`config.mk`:
```
export PLATFORM = sky130hd
export DESIGN_NAME = reg_load_arbiter
export DESIGN_NICKNAME = d
export VERILOG_FILES = /design/src/rtl/reg_load_arbiter.sv
export SDC_FILE = /design/constraint.sdc
export NUM_CORES = 1
export LEC_CHECK = 0
export BUFFER_PORTS_ARGS = -buffer_cell sky130_fd_sc_hd__buf_2
export CAP_MARGIN = 30
export CORE_AREA = 2 2 39 41
export DETAILED_ROUTE_END_ITERATION = 10
export DIE_AREA = 0 0 41 43
export GPL_TIMING_DRIVEN = 0
export PLACE_DENSITY = 0.76
export SLEW_MARGIN = 20
export SYNTH_ARGS = -nofsm -noshare
export SYNTH_HDL_FRONTEND = slang
export SYNTH_SLANG_ARGS = --single-unit
```
`constraint.sdc`:
```
create_clock -name CLK -period 2.45 [get_ports CLK]
set_input_delay 0.1225 -clock CLK [delete_from_list [all_inputs] [get_ports CLK]]
set_output_delay 0.1225 -clock CLK [all_outputs]
set_load 0.02 [all_outputs]
```
`src/rtl/reg_load_arbiter.sv`:
```
// Two-requester round-robin arbiter that loads a shared register through an
// IDLE -> LOAD -> ACK handshake, with saturating completion counter.
module reg_load_arbiter #(
  parameter int width = 1
) (
  input  logic             CLK,
  input  logic             RST,
  input  logic             REQ0,
  input  logic [width-1:0] DATA0,
  input  logic             REQ1,
  input  logic [width-1:0] DATA1,
  output logic [width-1:0] DATA_OUT,
  output logic             LOAD,
  output logic             ACK0,
  output logic             ACK1,
  output logic             BUSY,
  output logic             LAST,
  output logic [7:0]       COUNT
);

  typedef enum logic [1:0] {S_IDLE, S_LOAD, S_ACK} state_t;

  state_t           state_q, state_d;
  logic             grant_q, grant_d;
  logic             last_q, last_d;
  logic [width-1:0] data_q, data_d;
  logic [7:0]       count_q, count_d;

  always_comb begin
    state_d = state_q;
    grant_d = grant_q;
    last_d  = last_q;
    data_d  = data_q;
    count_d = count_q;
    case (state_q)
      S_IDLE: begin
        if (REQ0 || REQ1) begin
          // On a tie the requester not served last wins.
          grant_d = (REQ0 && REQ1) ? ~last_q : REQ1;
          data_d  = grant_d ? DATA1 : DATA0;
          state_d = S_LOAD;
        end
      end
      S_LOAD: state_d = S_ACK;
      S_ACK: begin
        state_d = S_IDLE;
        last_d  = grant_q;
        if (count_q != 8'hFF) count_d = count_q + 8'd1;
      end
      default: state_d = S_IDLE;
    endcase
  end

  always_ff @(posedge CLK or posedge RST) begin
    if (RST) begin
      state_q <= S_IDLE;
      grant_q <= 1'b0;
      last_q  <= 1'b1;
      data_q  <= '0;
      count_q <= 8'd0;
    end else begin
      state_q <= state_d;
      grant_q <= grant_d;
      last_q  <= last_d;
      data_q  <= data_d;
      count_q <= count_d;
    end
  end

  // Strobes decode purely from registered state so they are glitch-free.
  assign DATA_OUT = data_q;
  assign LOAD     = (state_q == S_LOAD);
  assign ACK0     = (state_q == S_ACK) && !grant_q;
  assign ACK1     = (state_q == S_ACK) &&  grant_q;
  assign BUSY     = (state_q != S_IDLE);
  assign LAST     = last_q;
  assign COUNT    = count_q;

endmodule

```
After elaboration in Yosys (flattened, before gate mapping)
Cells that the tools add are included.
Widths: inputs -> output; s select.
{ "op_classes": {"n_bitwise": 1, "n_lt_le_gt_ge": 0, "reduce_logical": 9, "addsub": 1, "n_mul": 0, "n_div": 0, "mux": 4, "n_eq_ne": 4, "shift": 0} }
{ "op_table": {"columns": ["operator", "n"], "rows": [
  ["$add 8x1->8 const B", 1],
  ["$ne 8x8->1 const B", 1],
  ["$pmux 2 s2", 1],
  ["$reduce_and 2->1", 2],
  ["$logic_and 1x1->1", 3],
  ["$eq 2x1->1 const B", 1],
  ["$eq 2x2->1 const B", 1],
  ["$logic_not 2->1", 1],
  ["$mux 1", 2],
  ["$mux 2", 1],
  ["$ne 2x2->1 const B", 1],
  ["$reduce_bool 2->1", 1],
  ["$logic_not 1->1", 1],
  ["$logic_or 1x1->1", 1],
  ["$not 1->1", 1]
]} }
{ "word_totals": {"romBits": 0, "latchBits": 0, "mem_count": 0, "word_cells": 24, "out_inout_bits": 14, "regBits": 13, "mem_bits_rw": 0} }

Logic depth before layout (Yosys ltp)
{ "logic_depth": {"depth_word": 3, "ltp_mapped": 4, "mapped_depth_nobuf": 4} }

Worst setup path before layout
OpenSTA, ideal clock, no wires.
{ "synth_timing": {"path_kind": "flip-flop to flip-flop", "startpoint": "reg count_q[0] (netlist: COUNT[0])", "endpoint": "reg count_q[3] (netlist: COUNT[3])", "setup_time_ps": 80, "synth_period_minus_slack_ps": 1443, "path_stages_with_launch": 5, "t_arrival_ps": 1363, "slack_ps": 1007, "path_cell_list": "dfrtp_1 -> ha_1 -> and3_1 -> a211oi_1 -> xor2_1"} }
{ "synth_between": {"elab_chain_len": 2, "elab_cells_between_ends": 3} }
{ "synth_lines": {"columns": ["item", "line_no", "source"], "rows": [
  ["from (decl)", "27", "logic [7:0] count_q, count_d;"],
  ["from (signal assigned)", "66", "count_q <= count_d;"],
  ["branches (longest 2 deep; another with $add 8x1->8)", null, null]
]} }
Several ways; the timed one is not identified.
A chain may end at the register's enable or synchronous reset.

Worst setup path in the final report
Same ends and word-level chain as after synthesis.

==> qor.yml <==
wl_per_cell_um: 11.4
drt_wl_total_mm: 1.10
power.share.switching_pct: 42.9
clk_pin_slew_ns: 0.08
reg2reg_from: "COUNT[0]"
route.vias.total: 496
avgViaCountPerCell: 5.17
min_path_type: "input port to flop"
critPathSlowestCell: "dfrtp_1"
gr-total-overflow: 0
wl_met1_um: 526
clock_path_buffers: 2
power.density_nw_per_um2: 1200
worst-path-buf-inv: 0
numCtsBuffers: 3
regArea_um2: 327
drv_slew: 0
multi_input_comb_area_um2: 307
ioPinCount: 20
synth-seq-cells: 13
grt_pass1_vias: 452
cts_tree: "built"
switchingPower_w: 0.000409
diodes: 0
synthCells: 56
antenna_found_initial: 0
fill_cells: 118
die_x_um: 41
fmax_mhz: 678
worst_ep_required_time_ns: 2.64
worst_slew_pin_slew_ns: 0.480
post-cts-setup-buffers: 0
fin_skew_ns: 0.00203
leakage_nw: 0.395
start_kind: "flop"
initial_core_util_pct: 46.6
peakVddDrop_uv: 566
ant_nets: 0
grt_first_pass_wirelength_mm: 1.90
cp_cell_sequence: "ha_1 > and3_1 > a211oi_1 > xor2_1"
io_buffers: 19
period_share_pct: 60.2
core_area_um2: 1380
clk_latency_ns: 0.27
hold_end: "state_q[0]"
final_layout_size_suffix_gt1_share_pct: 36.3
drv_cap: 0
htreeDepth: 1
post-route-util_pct: 57.5
whs_path_depth: 2
yosys_warnings: 0
root_buffer: "clkbuf_4"
dieArea_um2: 1760
highest_layer: "met4"
drc: 0
status: "completed"
final_common_cell: "buf_2"
p_int_w: 0.000546
reg2regPathDepth: 4
area_growth_pct: 23.5
finalNetCount: 88
netlist_area_um2: 644
fin_crit_ns: 1.47
hold_viol_final: 0
whs_ns: 0.116
postSynthAreaPerCell_um2: 11.5
row_count: 14
pwr-share-seq_pct: 42.4
arrival_ns: 1.67
wl_met3_um: 38
rsz0062_at_grt: "false"
path_class: "flop to flop"
placed_area_um2: 759
routed-wl-met2_um: 513
reg2reg_setup_slack_ns: 0.98
final_area_um2: 796
die_y_um: 43
worstHoldStart: "REQ1"
slowest_delay_ns: 0.44
grt_use_total_pct: 15.5
cp-startpoint: "COUNT[0]"
seq_area_frac_synth_pct: 50.7
setup-tns-final_ns: 0
crit_fanout: 5
p_comb_share_pct: 43.7
ys_types: 28
dr.pass1.iters: 2
cts_num_sinks: 13
grt_max_degree: 14
setup_viol: 0
syn_nets: 63
drtIter0Drc: 2
crit_family: "flip-flops"
final_cell_mix: "19 x buf_2, 12 x dfrtp_1, 4 x nor2b_1"
endpoint_kind: "flop"
dp_hpwl_um: 861
place.gp.congestion: 0.768
reg2reg_to: "COUNT[3]"
power_frac_clock_pct: 13.9
slew-limit-headroom_pct: 67.9
==> power by group through the flow <==
stage	sequential (W)	combinational, W	clock, W
2_1_floorplan	0.000466	0.000227	0
3_3_place_gp	0.000404	0.000412	0
3_5_place_dp	0.000410	0.000421	0
4_1_cts	0.000405	0.000423	0.000133
5_1_grt	0.000422	0.000460	0.000141
6_report	0.000405	0.000418	0.000133
==> through the flow <==
stage / power (W) / std cells / setup WS, ns
5_1_grt: 0.00102 / 96 / 0.846
2_1_floorplan: 0.000693 / 56 / 1.01
4_1_cts: 0.000961 / 96 / 0.947
3_5_place_dp: 0.000830 / 91 / 0.983
6_report: 0.000955 / 96 / 0.975
3_3_place_gp: 0.000816 / 91 / 1.01
==> state kept, by name (all words and copies together) (netlist names) <==
| signal | cells |
|---|---|
| COUNT | 8 |
| state_q | 2 |
| DATA_OUT | 1 |
| LAST | 1 |
| grant_q | 1 |
==> area by class of cell <==
type	instances	share of cell area [%]
timing repair buffer	20	13.2
tap	16	2.52
clock buffer	4	3.30
inverter	3	1.42
multi-input combinational	40	38.5
sequential	13	41.0
==> worst max-delay path by stage <==
stage / end / depth (start not counted)
final: COUNT[3] / 4
after global placement: COUNT[5] / 4
after floorplan: COUNT[3] / 4
after CTS: COUNT[3] / 4
after detailed placement: COUNT[3] / 4
after global routing: COUNT[3] / 4
==> repair_timing <==
action / in CTS / in global routing
hold buffers: 1 / 0
gates resized for setup: 0 / 0
hold endpoints to repair: 12 / 0
==> worst reg2reg max path: stages, from the launching register on <==
cell      delay (ns)
dfrtp_1         0.44
ha_1            0.26
and3_1          0.23
a211oi_1        0.29
xor2_1          0.18
==> synth_stat cells, drive strengths merged <==
cell type | number | area (um^2)
dfrtp | 12 | 300
mux2 | 4 | 45.0
nor2b | 4 | 25.0
a21oi | 3 | 15.0
inv | 3 | 11.3
nand2 | 3 | 11.3
nand4 | 3 | 25.0
xnor2 | 3 | 26.3
a211oi | 2 | 15.0
and3 | 2 | 12.5
xor2 | 2 | 17.5
a21boi | 1 | 7.51
a22o | 1 | 8.76
and2 | 1 | 6.26
and2b | 1 | 7.51
and4 | 1 | 8.76
and4b | 1 | 10.0
dfstp | 1 | 26.3
ha | 1 | 12.5
nand3 | 1 | 5.00
nand3b | 1 | 7.51
nor2 | 1 | 3.75
nor4 | 1 | 12.5
o211ai | 1 | 7.51
o21a | 1 | 7.51
o21ai | 1 | 8.76
==> kinds of logic after synthesis <==
group | Yosys count | share of synthesized area, %
AND/OR/NAND/NOR | 20 | 21.0
AO/OA/AOI/OAI | 10 | 10.9
buffers and inverters | 3 | 1.75
multiplexers | 4 | 6.99
flip-flops | 13 | 50.7
XOR/XNOR | 5 | 6.80
adder cells (fa/ha/maj) | 1 | 1.94
==> per-layer routing <==
layer,up-vias,track usage [%]
met1,232,21.5
met5,-,0
met2,10,21.9
li1,250,-
met3,4,3.14
met4,0,8.00
(Power assumes the default switching activity.)
